`src/rtl/pipe_pkg.sv`:
```
// Shared defaults and the entry record used by the pipeline stage buffer.
package pipe_pkg;

    localparam int unsigned PC_W_DEF    = 64;
    localparam int unsigned INSTR_W_DEF = 32;
    localparam int unsigned CNT_W_DEF   = 16;

    localparam logic [INSTR_W_DEF-1:0] NOP_INSTR_DEF = 32'h0000_0013;

    // Storage is sized to the default widths; narrower instances zero-extend on load.
    typedef struct packed {
        logic                   valid;
        logic [PC_W_DEF-1:0]    pc;
        logic [INSTR_W_DEF-1:0] instr;
    } entry_t;

endpackage

```
`src/rtl/sat_counter.sv`:
```
// Saturating up-counter with synchronous clear and asynchronous active-low reset.
module sat_counter #(
    parameter int unsigned W = 16
) (
    input  logic         clk,
    input  logic         reset_n,
    input  logic         inc,
    input  logic         clear,
    output logic [W-1:0] count
);

    always_ff @(posedge clk or negedge reset_n) begin
        if (!reset_n) begin
            count <= '0;
        end else if (clear) begin
            count <= '0;
        end else if (inc && (count != '1)) begin
            count <= count + W'(1);
        end
    end

endmodule

```
`src/rtl/pipe_stage_buf.sv`:
```
// Two-entry (main + skid) pipeline stage buffer with stall, flush and statistics counters.
module pipe_stage_buf
    import pipe_pkg::*;
#(
    parameter int unsigned        PC_W      = PC_W_DEF,
    parameter int unsigned        INSTR_W   = INSTR_W_DEF,
    parameter logic [INSTR_W-1:0] NOP_INSTR = INSTR_W'(NOP_INSTR_DEF),
    parameter int unsigned        CNT_W     = CNT_W_DEF
) (
    input  logic               clk,
    input  logic               reset_n,

    input  logic               in_valid,
    output logic               in_ready,
    input  logic [PC_W-1:0]    in_pc,
    input  logic [INSTR_W-1:0] in_instr,

    output logic               out_valid,
    input  logic               out_ready,
    output logic [PC_W-1:0]    out_pc,
    output logic [INSTR_W-1:0] out_instr,

    input  logic               stall,
    input  logic               flush,

    output logic [CNT_W-1:0]   stall_cnt,
    output logic [CNT_W-1:0]   flush_cnt
);

    entry_t main_q;
    entry_t skid_q;
    entry_t in_entry;

    logic accept;
    logic xfer;
    logic reload;

    // in_ready comes straight from the skid valid flop, so out_ready never reaches it.
    assign in_ready = ~skid_q.valid;
    assign accept   = in_valid & in_ready;
    assign xfer     = main_q.valid & out_ready & ~stall;
    assign reload   = xfer | ~main_q.valid;

    always_comb begin
        in_entry       = '0;
        in_entry.valid = 1'b1;
        in_entry.pc    = PC_W_DEF'(in_pc);
        in_entry.instr = INSTR_W_DEF'(in_instr);
    end

    always_ff @(posedge clk or negedge reset_n) begin
        if (!reset_n) begin
            main_q <= '0;
            skid_q <= '0;
        end else if (flush) begin
            main_q.valid <= 1'b0;
            skid_q.valid <= 1'b0;
        end else if (reload) begin
            if (skid_q.valid) begin
                main_q       <= skid_q;
                skid_q.valid <= accept;
                if (accept) begin
                    skid_q.pc    <= in_entry.pc;
                    skid_q.instr <= in_entry.instr;
                end
            end else if (accept) begin
                main_q <= in_entry;
            end else begin
                main_q.valid <= 1'b0;
            end
        end else if (accept) begin
            skid_q <= in_entry;
        end
    end

    assign out_valid = main_q.valid;
    assign out_pc    = main_q.valid ? main_q.pc[PC_W-1:0]       : '0;
    assign out_instr = main_q.valid ? main_q.instr[INSTR_W-1:0] : NOP_INSTR;

    sat_counter #(.W(CNT_W)) u_stall_cnt (
        .clk     (clk),
        .reset_n (reset_n),
        .inc     (stall & main_q.valid),
        .clear   (1'b0),
        .count   (stall_cnt)
    );

    sat_counter #(.W(CNT_W)) u_flush_cnt (
        .clk     (clk),
        .reset_n (reset_n),
        .inc     (flush & (main_q.valid | skid_q.valid)),
        .clear   (1'b0),
        .count   (flush_cnt)
    );

endmodule

```
`config.mk`:
```
export PLATFORM = sky130hd
export DESIGN_NAME = pipe_stage_buf
export DESIGN_NICKNAME = d
export VERILOG_FILES = /design/src/rtl/pipe_pkg.sv /design/src/rtl/sat_counter.sv /design/src/rtl/pipe_stage_buf.sv
export SDC_FILE = /design/constraint.sdc
export NUM_CORES = 1
export LEC_CHECK = 0
export CAP_MARGIN = 40
export CORE_ASPECT_RATIO = 1.25
export CORE_MARGIN = 4
export CORE_UTILIZATION = 45
export CTS_BUF_LIST = sky130_fd_sc_hd__clkbuf_4
export DETAILED_ROUTE_END_ITERATION = 8
export MAX_ROUTING_LAYER = met4
export PLACE_DENSITY = 0.73
export RECOVER_POWER = 25
export SYNTH_ARGS = -nofsm -noshare
export SYNTH_HDL_FRONTEND = slang
export SYNTH_SLANG_ARGS = --single-unit
```
`constraint.sdc`:
```
create_clock -name clk -period 1.9 [get_ports clk]
set_input_delay 0.475 -clock clk [delete_from_list [all_inputs] [get_ports clk]]
set_output_delay 0.475 -clock clk [all_outputs]
set_load 0.02 [all_outputs]
```
After elaboration in Yosys (flattened, before gate mapping)
Index checks and enable logic that the tools add are counted.
- memories kept: 0
- bits in read-only memories: 0
- bits of input ports: 102
- bits in latches: 0
- register bits: 226
- bits in writable memories: 0
- word-level logic and storage cells: 42
- output and inout port bits: 130
- reductions and logical operators: 7
- order comparisons: 0
- multipliers: 0
- add/sub/neg operators: 2
- bitwise logic cells: 11
- divide/modulo/power cells: 0
- equality and inequality tests: 3
- multiplexer cells: 11
- shift operators: 0
- operators with widths (cell ; number):
    $mux 97 ; 5
    $mux 96 ; 1
    $mux 64 ; 1
    $add 16x1->16 const B ; 2
    $mux 32 ; 1
    $ne 16x16->1 const B ; 2
    $reduce_and 3->1 ; 2
    $and 1x1->1 ; 5
    $not 1->1 ; 4
    $reduce_bool 2->1 ; 2
    $mux 1 ; 3
    $reduce_bool 3->1 ; 1
    $logic_and 1x1->1 ; 2
    $ne 2x2->1 const B ; 1
    $or 1x1->1 ; 2

Logic depth before layout (Yosys ltp)
Gate-level depths: netlist (run 1).
- word-level depth: 6
- depth in mapped cells: 7
- gate-level depth less buffers: 5

Hierarchy
A second synthesis (run 1) with hierarchy kept.
- cell total of the unflattened synthesis: 828
- area, all modules: 10901.7 µm²
- modules (own cells, without submodules) (module ; instances ; sequential area each (µm²) ; area an instance (µm²) ; cells an instance):
    pipe_stage_buf ; 1 ; 4854.7 ; 9017.4 ; 632
    sat_counter ; 2 ; 400.4 ; 942.2 ; 98

Least setup slack after synthesis (run 1)
Ideal clock, no wire load.
- path type: register -> register
- from: register u_flush_cnt.count[0]
- to: register u_flush_cnt.count[1]
- path buffers: 0
- setup slack: -0.040 ns
- period minus slack after synthesis: 1.940 ns
- required time: 1.775 ns
- arrival: 1.815 ns
- stages on the path, launching flop included: 6
- setup time: 0.125 ns
- cells stage by stage: dfrtp_1 ha_1 nand3_1 or4_4 and2_4 mux2_4
- cells in the longest elaborated chain, start to end: 2
- elaborated cells between the ends (all ways): 3
- those cells by class: add/sub (1); eq/ne (1); reduce/logical (1)
- RTL lines (item ; RTL line ; source):
    start, declared ; sat_counter.sv:9 ; output logic [W-1:0] count
    start signal, assigned ; sat_counter.sv:18 ; count <= count + W'(1);
    branches (longest 2 deep; another with $add 16x1->16) ; -- ;
Parallel ways; which one is timed is not known.
A chain may end at the register's enable or synchronous reset.

Worst setup path in the final report (run 1)
- from: register main_q, in the netlist out_valid
- to: output out_instr[14]
- cells in the longest elaborated chain, start to end: 1
- RTL lines (item ; RTL line ; source):
    start, declared ; pipe_stage_buf.sv:30 ; entry_t main_q;
    start signal, assigned ; pipe_stage_buf.sv:60 ; main_q <= skid_q;
    start signal, assigned ; pipe_stage_buf.sv:67 ; main_q <= in_entry;
    $mux 32 ; pipe_stage_buf.sv:78 ; assign out_instr = main_q.valid ? main_q.instr[INSTR_W-1:0] : NOP_INSTR;
    end, declared ; pipe_stage_buf.sv:21 ; output logic [INSTR_W-1:0] out_instr,
Every way passes these cells.

==> flow_summary.ini, run 1 <==
[final_layout]
fillers = 1827
fin_nets = 1302
final_area_sq_mm = 0.01440
finalNonFillerCells = 1521
syn_to_final_growth_pct = 41.68
drive_gt1_frac = 0.3859

[placement]
gp_congestion = 0.8050
portBuffers = 231
place_inst = 1392
dp_slack_ps = -335.1
place_hpwl_um = 17340
placed_area_sq_mm = 0.01324

[global_route]
antenna_found_initial = 2
grt_pass1_vias = 8144
grt_pass1_wl_um = 41680
groute.usage.overall = 0.2123
grt_max_degree = 56
overflow = 0

[yosys]
avgSynthCellArea_sq_um = 11.58
synth.largest_area_cell = dfrtp_1
synthArstFlopShare = 1.000
synth_common_cells = dfrtp_1 (226), a21oi_1 (104), nor2_1 (103)
synth_warnings = 0
synthAdderAreaFrac = 0.002462
synthXorXnorAreaFrac = 0.01982
synth_flop_cell = dfrtp_1
yosys.area_share.simple = 0.1279
yosysMostFrequentCell = dfrtp_1
synth_top_cell_area_share = 0.5564
ys_types = 36
synth_top_family_by_area = multiplexers
syn_nets = 982
synth_compound_area_frac = 0.06352
synthCells = 878
yosys-top-cells-area = dfrtp_1 (56%), mux2_2 (11%), mux2i_1 (9.5%), and2_1 (5.8%), a21oi_1 (5.1%)
seq_area_frac_synth = 0.5564
ys_ff_latch = 226
synth_area_sq_mm = 0.01016
yosys-mux-area-fraction = 0.2046
synth-edff-count = 0

[die]
coreArea_sq_mm = 0.02221
dieArea_sq_mm = 0.02507
die_h_um = 176.0
fp-row-count = 61
initial_core_util = 0.4577
ios = 232
die_width_um = 142.4

[clocking]
htreeDepth = 2
clock_tree.root_cell = clkbuf_4
cts_tree = built
numCtsBuffers = 56
cts.reportedPaths.clkPinSlew_ps = 70
clk_latency_ps = 680
cts_sinks = 226
cts_max_path_buffers = 3

[routing]
drc = 0
dr.pass1.iters = 4
routed_wl_um = 26660
dr.first_iter.drc_count = 249
routedWlPerCell_um = 17.53
vias = 7787
via_per_inst = 5.120
antenna_left = 0

[pwr]
ir_worst_vdd_mv = 0.5334
p_leak_nw = 6.336
power.density_mw_per_mm2 = 968.0

[min_path]
hold_path.class = in2reg
hold_depth = 2

[run]
cap_violations = 1

[worst_setup_path]
worst-setup-path-type = reg2out
cp-start-kind = register
crit_fanout = 11
cp.required_ps = 1420
critPathCaptureType = output pin
rr_worst_depth = 6
cp.arrival_ps = 1750

[timing]
slew_headroom = -0.02669
tns_ps = -25480
clock.fmax_mhz = 449.2
finalCriticalPeriod_ps = 2226
finalCritPeriodShare = 1.172
maxSlewViolCount = 55
worst_pin_slew_ps = 1540
worst_slack_ps = -326.0
hold_viol_final = 0
setup_viol = 97
grt_setup_unrepaired = yes
clock_skew_ps = 33.13

[run_status]
outcome = finished, violations left
violations = max-capacitance violations, max-slew violations, negative setup slack
[power breakdown]
group	leakage [nW]	switching [mW]	total, mW	internal [mW]
Combinational	3.27	1.57	3.45	1.88
Sequential	2.65	0.637	6.51	5.87
Clock	0.414	1.91	3.99	2.08
[kinds of logic after synthesis]
logic type | after synthesis
AO/OA/AOI/OAI | 122
XOR/XNOR | 23
adder cells (fa/ha/maj) | 2
buffers and inverters | 59
flip-flops | 226
multiplexers | 195
AND/OR/NAND/NOR | 251
[sequential cells by signal (all words and copies together) (netlist names)]
signal             count
skid_q                97
main_q                96
u_flush_cnt.count     16
out_valid              1
u_stall_cnt.count     16
[critical path, stage by stage (launching register included)]
cell and delay [ps]:
dfrtp_2 460, buf_6 170, buf_16 150, and2_1 140, buf_2 150
[metrics by stage]
| step | power (mW) | hold slack, ps | utilization |
|---|---|---|---|
| floorplan | 8.235 | 179.4 | - |
| CTS | 13.88 | 312.2 | 0.6300 |
| global route | 14.80 | 394.9 | 0.6484 |
| finish | 13.94 | 446.8 | 0.6484 |
| detailed placement | 9.816 | 449.3 | 0.5961 |
| global placement | 9.687 | 455.5 | 0.5961 |
[cells in the final DEF, fill, tap and decap left out, types with 40 or more instances in the layout]
cell type | netlist | layout
a21oi_1 | 104 | 104
buf_6 | 0 | 77
clkbuf_4 | 0 | 83
dfrtp_1 | 226 | 215
nor2_1 | 103 | 103
mux2_2 | 98 | 98
buf_4 | 0 | 81
and2_1 | 94 | 40
mux2i_1 | 96 | 96
clkdlybuf4s50_1 | 0 | 100
and2_4 | 1 | 55
[timing repair]
item,4_1_cts,5_1_grt
gates cloned,3,5
endpoints found under the hold margin,44,0
setup endpoints to repair,130,121
pin swaps,0,1
buffers inserted,16,6
gates resized for setup,602,140
hold buffers,1,0
[final timing paths]
| check | start | end | slack [ps] |
|---|---|---|---|
| worst max-delay path | out_valid$_DFFE_PN0P_ | out_instr[14] | -330 |
| worst min-delay path | in_pc[37] | skid_q[69]$_DFFE_PN0P_ | 450 |
| worst max register to register | u_flush_cnt.count[4]$_DFFE_PN0P_ | u_flush_cnt.count[1]$_DFFE_PN0P_ | 80 |
| worst min register to register | u_stall_cnt.count[6]$_DFFE_PN0P_ | u_stall_cnt.count[6]$_DFFE_PN0P_ | 490 |
| max in group asynchronous | reset_n | main_q[54]$_DFFE_PN0P_ | 140 |
| min in group asynchronous | reset_n | main_q[80]$_DFFE_PN0P_ | 720 |
[final cells by class]
cell class              count  area (sq um)  area share
clock inverters            15         83.83    0.005821
diodes                      2         5.005   0.0003475
repair buffers            318          3238      0.2248
flip-flops and latches    226          5672      0.3938
well taps                 283         354.1     0.02459
multi-input cells         593          4429      0.3076
clock buffers              81         608.1     0.04222
inverters                   3         11.26   0.0007819
[layer usage]
metal | routed length (um) | vias up | global-route usage
met5 | 0 | - | -
met4 | 637 | 0 | 0.07488
met3 | 1477 | 38 | 0.04687
met2 | 14320 | 205 | 0.3732
met1 | 10230 | 3825 | 0.2374
li1 | - | 3719 | -
No activity file was read; power rests on OpenSTA's default activity.
==> run 2: changes to the inputs <==
--- a/config.mk
+++ b/config.mk
@@ -5,6 +5,7 @@
 export SDC_FILE = /design/constraint.sdc
 export NUM_CORES = 1
 export LEC_CHECK = 0
+export ABC_CLOCK_PERIOD_IN_PS = 1900
 export CAP_MARGIN = 40
 export CORE_ASPECT_RATIO = 1.25
 export CORE_MARGIN = 4
==> results of run 2 <==
Same layout as run 1: the final DEF is identical, and so are final timing and power.
==> run 3: changes to the inputs <==
--- a/config.mk
+++ b/config.mk
@@ -5,6 +5,7 @@
 export SDC_FILE = /design/constraint.sdc
 export NUM_CORES = 1
 export LEC_CHECK = 0
+export ABC_AREA = 0
 export ABC_CLOCK_PERIOD_IN_PS = 1900
 export CAP_MARGIN = 40
 export CORE_ASPECT_RATIO = 1.25
==> results of run 3 <==
Same layout as run 1: the final DEF is identical, and so are final timing and power.
